### config.mk
export PLATFORM = sky130hd
export DESIGN_NAME = mem_request_unit
export DESIGN_NICKNAME = d
export VERILOG_FILES = /design/src/rtl/req_pkg.sv /design/src/rtl/busy_timer.sv /design/src/rtl/mem_request_unit.sv
export SDC_FILE = /design/constraint.sdc
export NUM_CORES = 1
export LEC_CHECK = 0
export ABC_AREA = 1
export CORE_UTILIZATION = 39
export CTS_BUF_LIST = sky130_fd_sc_hd__clkbuf_16
export DETAILED_ROUTE_END_ITERATION = 12
export PLACE_DENSITY = 0.95
export SLEW_MARGIN = 20
export SYNTH_ARGS = -nofsm -noshare
export SYNTH_HDL_FRONTEND = slang
export SYNTH_SLANG_ARGS = --single-unit
### constraint.sdc
create_clock -name clk -period 2.8 [get_ports clk]
set_input_delay 0.7 -clock clk [delete_from_list [all_inputs] [get_ports clk]]
set_output_delay 0.7 -clock clk [all_outputs]
set_load 0.005 [all_outputs]
### src/rtl/req_pkg.sv
// req_pkg: shared types and constants for the memory request unit.
//   req_state_t : sequencer states (IDLE, FETCH, DECODE, DATA, DONE)
//   acc_t       : kind of data access latched in DECODE (read or write)
//   NOP_INSTR   : instruction presented after reset or after an abandoned fetch
//   is_mem_state: true for the states that drive an enable towards the RAM
package req_pkg;

  localparam logic [31:0] NOP_INSTR = 32'h0000_0013;  // addi x0,x0,0

  typedef enum logic [2:0] {
    IDLE,
    FETCH,
    DECODE,
    DATA,
    DONE
  } req_state_t;

  typedef enum logic {
    ACC_READ,
    ACC_WRITE
  } acc_t;

  function automatic logic is_mem_state(input req_state_t s);
    return (s == FETCH) || (s == DATA);
  endfunction

endpackage

### src/rtl/busy_timer.sv
// busy_timer: counts consecutive stalled cycles of one RAM access.
// Ports:
//   clk     in  system clock, rising edge
//   nRST    in  asynchronous active-low reset
//   busy    in  RAM is stalling an access that is being presented this cycle
//   clear   in  restart the count (the sequencer is changing state)
//   expired out this cycle is the TIMEOUT-th consecutive busy cycle; the
//               access must be abandoned at the end of it
// TIMEOUT == 0 disables the timer: the count stays at zero, expired stays low.
module busy_timer #(
  parameter int TIMEOUT = 255
) (
  input  logic clk,
  input  logic nRST,
  input  logic busy,
  input  logic clear,
  output logic expired
);

  // The counter only has to hold 0..TIMEOUT-1: the busy cycle that would
  // reach TIMEOUT raises expired and the resulting state change clears it.
  localparam int CNT_W = (TIMEOUT > 1) ? $clog2(TIMEOUT) : 1;
  localparam logic [CNT_W-1:0] LAST = (TIMEOUT > 0) ? CNT_W'(TIMEOUT - 1) : '0;
  localparam logic ENABLED = (TIMEOUT != 0);

  logic [CNT_W-1:0] cnt_q;
  logic [CNT_W-1:0] cnt_d;

  always_comb begin
    cnt_d = cnt_q;
    if (clear) begin
      cnt_d = '0;
    end else if (busy && ENABLED) begin
      cnt_d = cnt_q + 1'b1;
    end
  end

  always_ff @(posedge clk or negedge nRST) begin
    if (!nRST) begin
      cnt_q <= '0;
    end else begin
      cnt_q <= cnt_d;
    end
  end

  assign expired = ENABLED && busy && (cnt_q == LAST);

endmodule

### src/rtl/mem_request_unit.sv
// mem_request_unit: sequences instruction fetch and the optional data access
// of a single-cycle core over one shared single-port RAM.
// Ports:
//   clk, nRST                 clock (rising edge), asynchronous active-low reset
//   imem_addr  in  DATA_W     PC; sampled live while fetching
//   imem_load  out DATA_W     held instruction, changes only when a fetch ends
//   i_ready    out 1          one-cycle pulse: instruction complete
//   d_read     in  1          memRead from control
//   d_write    in  1          memWrite from control (wins over d_read)
//   dmem_addr  in  DATA_W     data address, sampled live in DATA
//   dmem_store in  DATA_W     store data, sampled live in DATA
//   dmem_load  out DATA_W     held load data, changes only when a read ends
//   d_ready    out 1          one-cycle pulse (with i_ready): data access done
//   ram_addr   out DATA_W     RAM address (0 when no access)
//   ram_store  out DATA_W     RAM write data (0 unless writing)
//   ram_ren    out 1          RAM read enable
//   ram_wen    out 1          RAM write enable
//   ram_load   in  DATA_W     RAM read data, valid in the cycle ram_busy == 0
//   ram_busy   in  1          RAM stall
//   mem_err    out 1          sticky: some access was abandoned by the timer
//   dbg_state  out            current sequencer state
//
// RAM handshake: an access is requested for as long as ram_ren or ram_wen is
// high; it completes at the end of the first such cycle with ram_busy == 0,
// and ram_load is only looked at in that cycle. Completion pulses i_ready and
// d_ready are high for exactly one cycle (DONE) and carry no backpressure.
module mem_request_unit #(
  parameter int                 DATA_W    = 32,
  parameter int                 TIMEOUT   = 255,
  parameter logic [DATA_W-1:0]  NOP_INSTR = DATA_W'(req_pkg::NOP_INSTR)
) (
  input  logic                  clk,
  input  logic                  nRST,
  input  logic [DATA_W-1:0]     imem_addr,
  output logic [DATA_W-1:0]     imem_load,
  output logic                  i_ready,
  input  logic                  d_read,
  input  logic                  d_write,
  input  logic [DATA_W-1:0]     dmem_addr,
  input  logic [DATA_W-1:0]     dmem_store,
  output logic [DATA_W-1:0]     dmem_load,
  output logic                  d_ready,
  output logic [DATA_W-1:0]     ram_addr,
  output logic [DATA_W-1:0]     ram_store,
  output logic                  ram_ren,
  output logic                  ram_wen,
  input  logic [DATA_W-1:0]     ram_load,
  input  logic                  ram_busy,
  output logic                  mem_err,
  output req_pkg::req_state_t   dbg_state
);

  import req_pkg::*;

  req_state_t        state_q,     state_d;
  acc_t              acc_q,       acc_d;
  logic [DATA_W-1:0] imem_load_q, imem_load_d;
  logic [DATA_W-1:0] dmem_load_q, dmem_load_d;
  logic              did_data_q,  did_data_d;
  logic              mem_err_q,   mem_err_d;

  logic timer_busy;
  logic timer_clear;
  logic timer_expired;

  // Only stalls of an access actually being presented count towards timeout.
  assign timer_busy  = ram_busy && is_mem_state(state_q);
  assign timer_clear = (state_d != state_q);

  busy_timer #(
    .TIMEOUT (TIMEOUT)
  ) u_busy_timer (
    .clk     (clk),
    .nRST    (nRST),
    .busy    (timer_busy),
    .clear   (timer_clear),
    .expired (timer_expired)
  );

  // Next-state and held-data update.
  always_comb begin
    state_d     = state_q;
    acc_d       = acc_q;
    imem_load_d = imem_load_q;
    dmem_load_d = dmem_load_q;
    did_data_d  = did_data_q;
    mem_err_d   = mem_err_q;

    case (state_q)
      IDLE: begin
        state_d = FETCH;
      end

      FETCH: begin
        if (!ram_busy) begin
          imem_load_d = ram_load;
          state_d     = DECODE;
        end else if (timer_expired) begin
          // Abandoned fetch executes as a NOP so the core keeps stepping.
          imem_load_d = NOP_INSTR;
          mem_err_d   = 1'b1;
          state_d     = DECODE;
        end
      end

      DECODE: begin
        // Store has priority; a simultaneous read request is dropped.
        if (d_write) begin
          acc_d   = ACC_WRITE;
          state_d = DATA;
        end else if (d_read) begin
          acc_d   = ACC_READ;
          state_d = DATA;
        end else begin
          state_d = DONE;
        end
      end

      DATA: begin
        if (!ram_busy) begin
          if (acc_q == ACC_READ) begin
            dmem_load_d = ram_load;
          end
          did_data_d = 1'b1;
          state_d    = DONE;
        end else if (timer_expired) begin
          // Abandoned data access still reports completion so the core moves on.
          dmem_load_d = '0;
          did_data_d  = 1'b1;
          mem_err_d   = 1'b1;
          state_d     = DONE;
        end
      end

      DONE: begin
        did_data_d = 1'b0;
        state_d    = FETCH;
      end

      default: begin
        state_d = IDLE;
      end
    endcase
  end

  always_ff @(posedge clk or negedge nRST) begin
    if (!nRST) begin
      state_q     <= IDLE;
      acc_q       <= ACC_READ;
      imem_load_q <= NOP_INSTR;
      dmem_load_q <= '0;
      did_data_q  <= 1'b0;
      mem_err_q   <= 1'b0;
    end else begin
      state_q     <= state_d;
      acc_q       <= acc_d;
      imem_load_q <= imem_load_d;
      dmem_load_q <= dmem_load_d;
      did_data_q  <= did_data_d;
      mem_err_q   <= mem_err_d;
    end
  end

  // RAM-side outputs are decoded from the registered state, so an
  // asynchronous reset drops both enables in the same cycle.
  always_comb begin
    ram_addr  = '0;
    ram_store = '0;
    ram_ren   = 1'b0;
    ram_wen   = 1'b0;
    case (state_q)
      FETCH: begin
        ram_ren  = 1'b1;
        ram_addr = imem_addr;
      end
      DATA: begin
        ram_addr = dmem_addr;
        if (acc_q == ACC_WRITE) begin
          ram_wen   = 1'b1;
          ram_store = dmem_store;
        end else begin
          ram_ren   = 1'b1;
        end
      end
      default: begin
      end
    endcase
  end

  assign imem_load = imem_load_q;
  assign dmem_load = dmem_load_q;
  assign i_ready   = (state_q == DONE);
  assign d_ready   = (state_q == DONE) && did_data_q;
  assign mem_err   = mem_err_q;
  assign dbg_state = state_q;

endmodule

# After elaboration in Yosys (flattened, before gate mapping)
# Cells that the tools add are included.
# classes
n_addsub	1
n_eq_ne	9
muxes	26
reduce_logical	15
# op_table
op	n
two-way mux 32 bit	7
one-hot mux 32 bit (2 select lines)	1
two-way mux 3 bit	6
two-way mux 8 bit	2
one-hot mux 3 bit (4 select lines)	1
adder 8 x 1 -> 8 bit (second input constant)	1
equality test 8 bit (second input constant)	1
two-way mux 1 bit	7
equality test 3 x 2 -> 1 bit (second input constant)	2
AND reduction 2 bit	3
AND reduction 3 bit	2
nonzero test 2 bit	3
one-hot mux 1 bit (2 select lines)	2
OR reduction 2 bit	2
equality test 3 x 1 -> 1 bit (second input constant)	1
equality test 3 bit (second input constant)	1
logical AND 1 bit	3
zero test 3 bit	1
inequality test 3 bit	1
inequality test 3 bit (second input constant)	1
inequality test 2 x 1 -> 1 bit (second input constant)	1
inequality test 2 bit (second input constant)	1
logical OR 1 bit	1
# word_totals
ff_bits	78
inputBits	133
out_inout_bits	136
word_cells	58

# Logic depth before layout (Yosys ltp)
# depth
depth_word	9
ltp_mapped	10
mapped_depth_nobuf	9

# By module
# From an unflattened synthesis, not the netlist that was laid out.
# hier_totals
hier_cells	557
area_unflattened_um2	4136.5
# by_module_without_submodules
mod	n_inst	cells_per_inst	area_each_um2	seq_area_each_um2
mem_request_unit	1	493	3666.0	1755.4
busy_timer	1	64	470.5	200.2

# Worst setup path after synthesis
# OpenSTA, ideal clock, no wires.
# synth_path
kind	reg2out
startpoint	register state_q[2], in the netlist dbg_state[2]
endpoint	output port ram_addr[13]
arrival_ps	1168
t_required_ps	2100
setup_slack_ps	932
stages_incl_launch_ff	7
path_buffers	2
path_cell_list	dfrtp_1 inv_1 nand3_2 inv_2 buf_6 buf_4 a22o_1
# synth_between
elab_chain_len	2
elab_cells_between_ends	3
cone_classes	eq/ne: 2; mux: 1
# synth_lines
element	line	rtl
start: declaration	mem_request_unit.sv:55	req_state_t state_q, state_d;
start signal: assignment	mem_request_unit.sv:155	state_q <= state_d;
equality test 3 x 2 -> 1 bit or equality test 3 x 1 -> 1 bit (tied branches)	mem_request_unit.sv:171	case (state_q)
one-hot mux 32 bit (2 select lines) (*)	mem_request_unit.sv:171	
end: declaration	mem_request_unit.sv:43	output logic [DATA_W-1:0] ram_addr,
# Mark *: on every way between the ends. The rest lies on a longest branch, timed or not.

# Final worst setup path
# layout_path
startpoint	register state_q[2], in the netlist dbg_state[2]
endpoint	output port ram_addr[23]
# Same word-level chain as after synthesis.

==> impl_metrics.py <==
metrics = {
    "routing": {
        "via_count": 4580,
        "residual_antenna_violating_net_count_after_detailed_routing": 0,
        "drt_first_pass_iters": 7,
        "totalWireLength_um": 15200,
        "route.detailed.wl_per_inst_um": 16.2,
        "avgViaCountPerCell": 4.90,
        "remaining_drc_errors": 0,
        "drtIter0Drc": 457,
    },
    "pwr": {
        "p_comb_share_pct": 53.3,
        "power_density_nw_per_um2": 935,
        "net-switching-power_w": 0.00237,
        "vdd_drop_max_uv": 518,
        "share_clk_of_total_power_pct": 18.5,
        "power.share.sequential_pct": 28.3,
        "p_leak_nw": 3.39,
        "switching_share_pct": 35.3,
        "p_int_w": 0.00434,
    },
    "critical_path": {
        "worstPathArrival_ps": 2020,
        "path_cells": "inv_2 > nand3_2 > inv_2 > buf_12 > a22o_1 > clkdlybuf4s50_1",
        "crit_top_cell": "inv_2",
        "crit_path_max_fanout": 28,
        "critical_path_class": "flop to output port",
        "required_ps": 2100,
        "critPathLaunchType": "flop",
        "critical-path-slowest-cell": "clkdlybuf4s50_1",
        "cp-end-kind": "output port",
        "critical_path.max_stage_delay_ps": 520,
    },
    "sta": {
        "setup_tns_ps": 0,
        "timing.final.max_slew_violations": 0,
        "timing.final.setup_violations": 0,
        "worstMarginPinSlew_ps": 613,
        "max-slew-margin-rel_pct": 59.1,
        "period_needed_ps": 2720,
        "timing.final.hold_violations": 0,
        "min_period_over_period_pct": 97.0,
        "skew_ps": 8.68,
        "fmax_ghz": 0.368,
        "rsz_0062_raised_after_global_routing": "no",
    },
    "global_route": {
        "first_pass_grt_wire_length_um": 23700,
        "via_count_of_the_first_global_routing_pass": 4504,
        "grt_antenna_before_repair": 1,
        "grt_start_max_net_pins": 48,
        "groute.usage.overall_pct": 27.7,
        "overflow": 0,
    },
    "logic_synthesis": {
        "ys_dominant_reg_cell": "dfrtp_1",
        "cell_count_after_synthesis": 535,
        "synth_xor_xnor_area_share_pct": 1.28,
        "syn-num-nets": 670,
        "synth-edff-count": 0,
        "postSynthRegisterBits": 78,
        "async_flop_share_pct": 100,
        "synth_adder_area_share_pct": 0.610,
        "synth.area.top_cells": "dfrtp_1 46%, nand2_1 19%, nor2_1 7.0%",
        "synth_top_cell_area_share_pct": 45.8,
        "avgSynthCellArea_um2": 7.66,
        "post-synth-top-area-cell": "dfrtp_1",
        "synth_cell_types": 27,
        "synthesized_area_fraction_occupied_by_ao_oa_aoi_and_oai_cells_pct": 8.12,
        "number_of_warning_messages_in_the_yosys_log": 0,
        "main_combinational_cell_family_by_area_after_synthesis": "simple AND/OR/NAND/NOR gates",
        "synth_simple_gate_area_share_pct": 32.8,
        "synth_sequential_area_ratio_pct": 47.7,
        "syn_area_um2": 4100,
        "post_synth_mux_area_share_pct": 0,
    },
    "clocking": {
        "clk_pin_slew_ps": 60,
        "ctsLongestPathBuffers": 2,
        "cts_tree": "built",
        "clk-insertion-delay-late_ps": 330,
        "ctsHoldBuffers": 0,
        "clock_sinks": 78,
        "cts_htree_levels": 3,
        "cts_buffers": 9,
        "cts.root.buffer_cell": "clkbuf_16",
    },
    "cells_and_area": {
        "layout_common_cells": "267 x clkdlybuf4s50_1, 204 x nand2_1, 77 x nor2_1",
        "layout_cells_sized_above_1_pct": 6.02,
        "area_growth_pct": 75.0,
        "final_common_cell": "clkdlybuf4s50_1",
        "finalCoreUtilization_pct": 69.8,
        "final_net_count": 928,
        "num_antenna_cells": 0,
    },
    "die": {
        "design.core.area_um2": 10300,
        "std_cell_rows": 37,
        "die-height_um": 105,
        "num_io_pins": 269,
        "design.die.area_um2": 10900,
        "floorplan.initialDensity_pct": 39.9,
        "floorplan.die.width_um": 105,
    },
    "place": {
        "global_placement_routability_congestion": 0.894,
        "dp_hpwl_um": 11200,
        "port_buffers": 268,
    },
    "run_status": {
        "status": "finished, final reports clean",
    },
    "run": {
        "max_cap_violations": 0,
    },
    "worst_hold_path": {
        "hp-class": "primary input to asynchronous set/reset pin",
    },
}
cell usage after synthesis, types with 5 or more instances:
| library cell | instances |
|---|---|
| nor2_1 | 77 |
| inv_1 | 43 |
| buf_4 | 5 |
| buf_2 | 11 |
| nand3_1 | 34 |
| nor3_1 | 5 |
| clkbuf_1 | 6 |
| dfrtp_1 | 75 |
| a22o_1 | 32 |
| nand2_1 | 204 |
| buf_6 | 8 |
through the flow:
stage | total power (W) | hold WS, ps | cell area (µm²) | worst slack (ps) | std cells
2_1_floorplan | 0.00334 | 404 | 4100 | 932 | 535
3_3_place_gp | 0.00533 | 446 | 6840 | 145 | 917
3_5_place_dp | 0.00544 | 450 | 6840 | 163 | 917
4_1_cts | 0.00674 | 403 | 7180 | 27.1 | 934
5_1_grt | 0.00710 | 415 | 7180 | 11.4 | 934
6_report | 0.00671 | 385 | 7180 | 84.0 | 934
area by class of cell:
class	count	area, µm²
Multi-Input combinational cell	378	1760
Timing Repair Buffer	280	2800
Clock buffer	9	225
Tap cell	136	170
Fill cell	799	3100
Sequential cell	78	1960
Clock inverter	7	96.3
Inverter	46	173
repair_timing:
| item | in CTS | in global routing |
|---|---|---|
| buffers inserted | 1 | 0 |
| setup endpoints to repair | 28 | 25 |
| hold endpoints to repair | 0 | 0 |
| gates resized for setup | 1 | 1 |
state kept, by name (all words and copies together), names as in the netlist:
signal,flops
acc_q,1
dbg_state,3
did_data_q,1
dmem_load,32
imem_load,32
mem_err,1
u_busy_timer.cnt_q,8
power groups by stage:
stage | Sequential (W) | Clock, W | Combinational (W)
after floorplan | 0.00191 | 0 | 0.00143
after global placement | 0.00188 | 0 | 0.00346
after detailed placement | 0.00190 | 0 | 0.00355
after CTS | 0.00189 | 0.00126 | 0.00359
after global routing | 0.00195 | 0.00131 | 0.00384
final | 0.00190 | 0.00124 | 0.00357
kinds of logic after synthesis:
family                     after synthesis
AOI/OAI and AO/OA                       39
buffers and inverters                   79
xor gates and xnor gates                 6
DFF                                     78
adders and majority gates                2
and+or+nand+nor                        331
worst paths after layout:
path,start,endpoint,slack (ps),cells after the start
worst max-delay path,dbg_state[2],ram_addr[23],80,6
worst max register to register,dbg_state[2],dmem_load[21],820,8
worst min register to register,mem_err,mem_err,470,2
min in group clk,mem_err,mem_err,470,2
worst min-delay path,nRST,imem_load[29],390,1
max in group asynchronous,nRST,imem_load[9],1810,2
critical path, delay by kind of cell, from the launching register on:
family	cells	cell delay, ps
buffers and inverters	4	930
flip-flops	1	410
AO/OA/AOI/OAI	1	190
AND/OR/NAND/NOR	1	140
routing by layer:
layer | track usage (%) | part of all wire, % | vias up
met4 | 8.06 | 2.1 | 2
li1 | - | - | 2182
met2 | 49.7 | 51 | 201
met3 | 7.86 | 7.7 | 28
met5 | 0 | 0.079 | -
met1 | 31.7 | 39 | 2167
(Power assumes the default switching activity.)
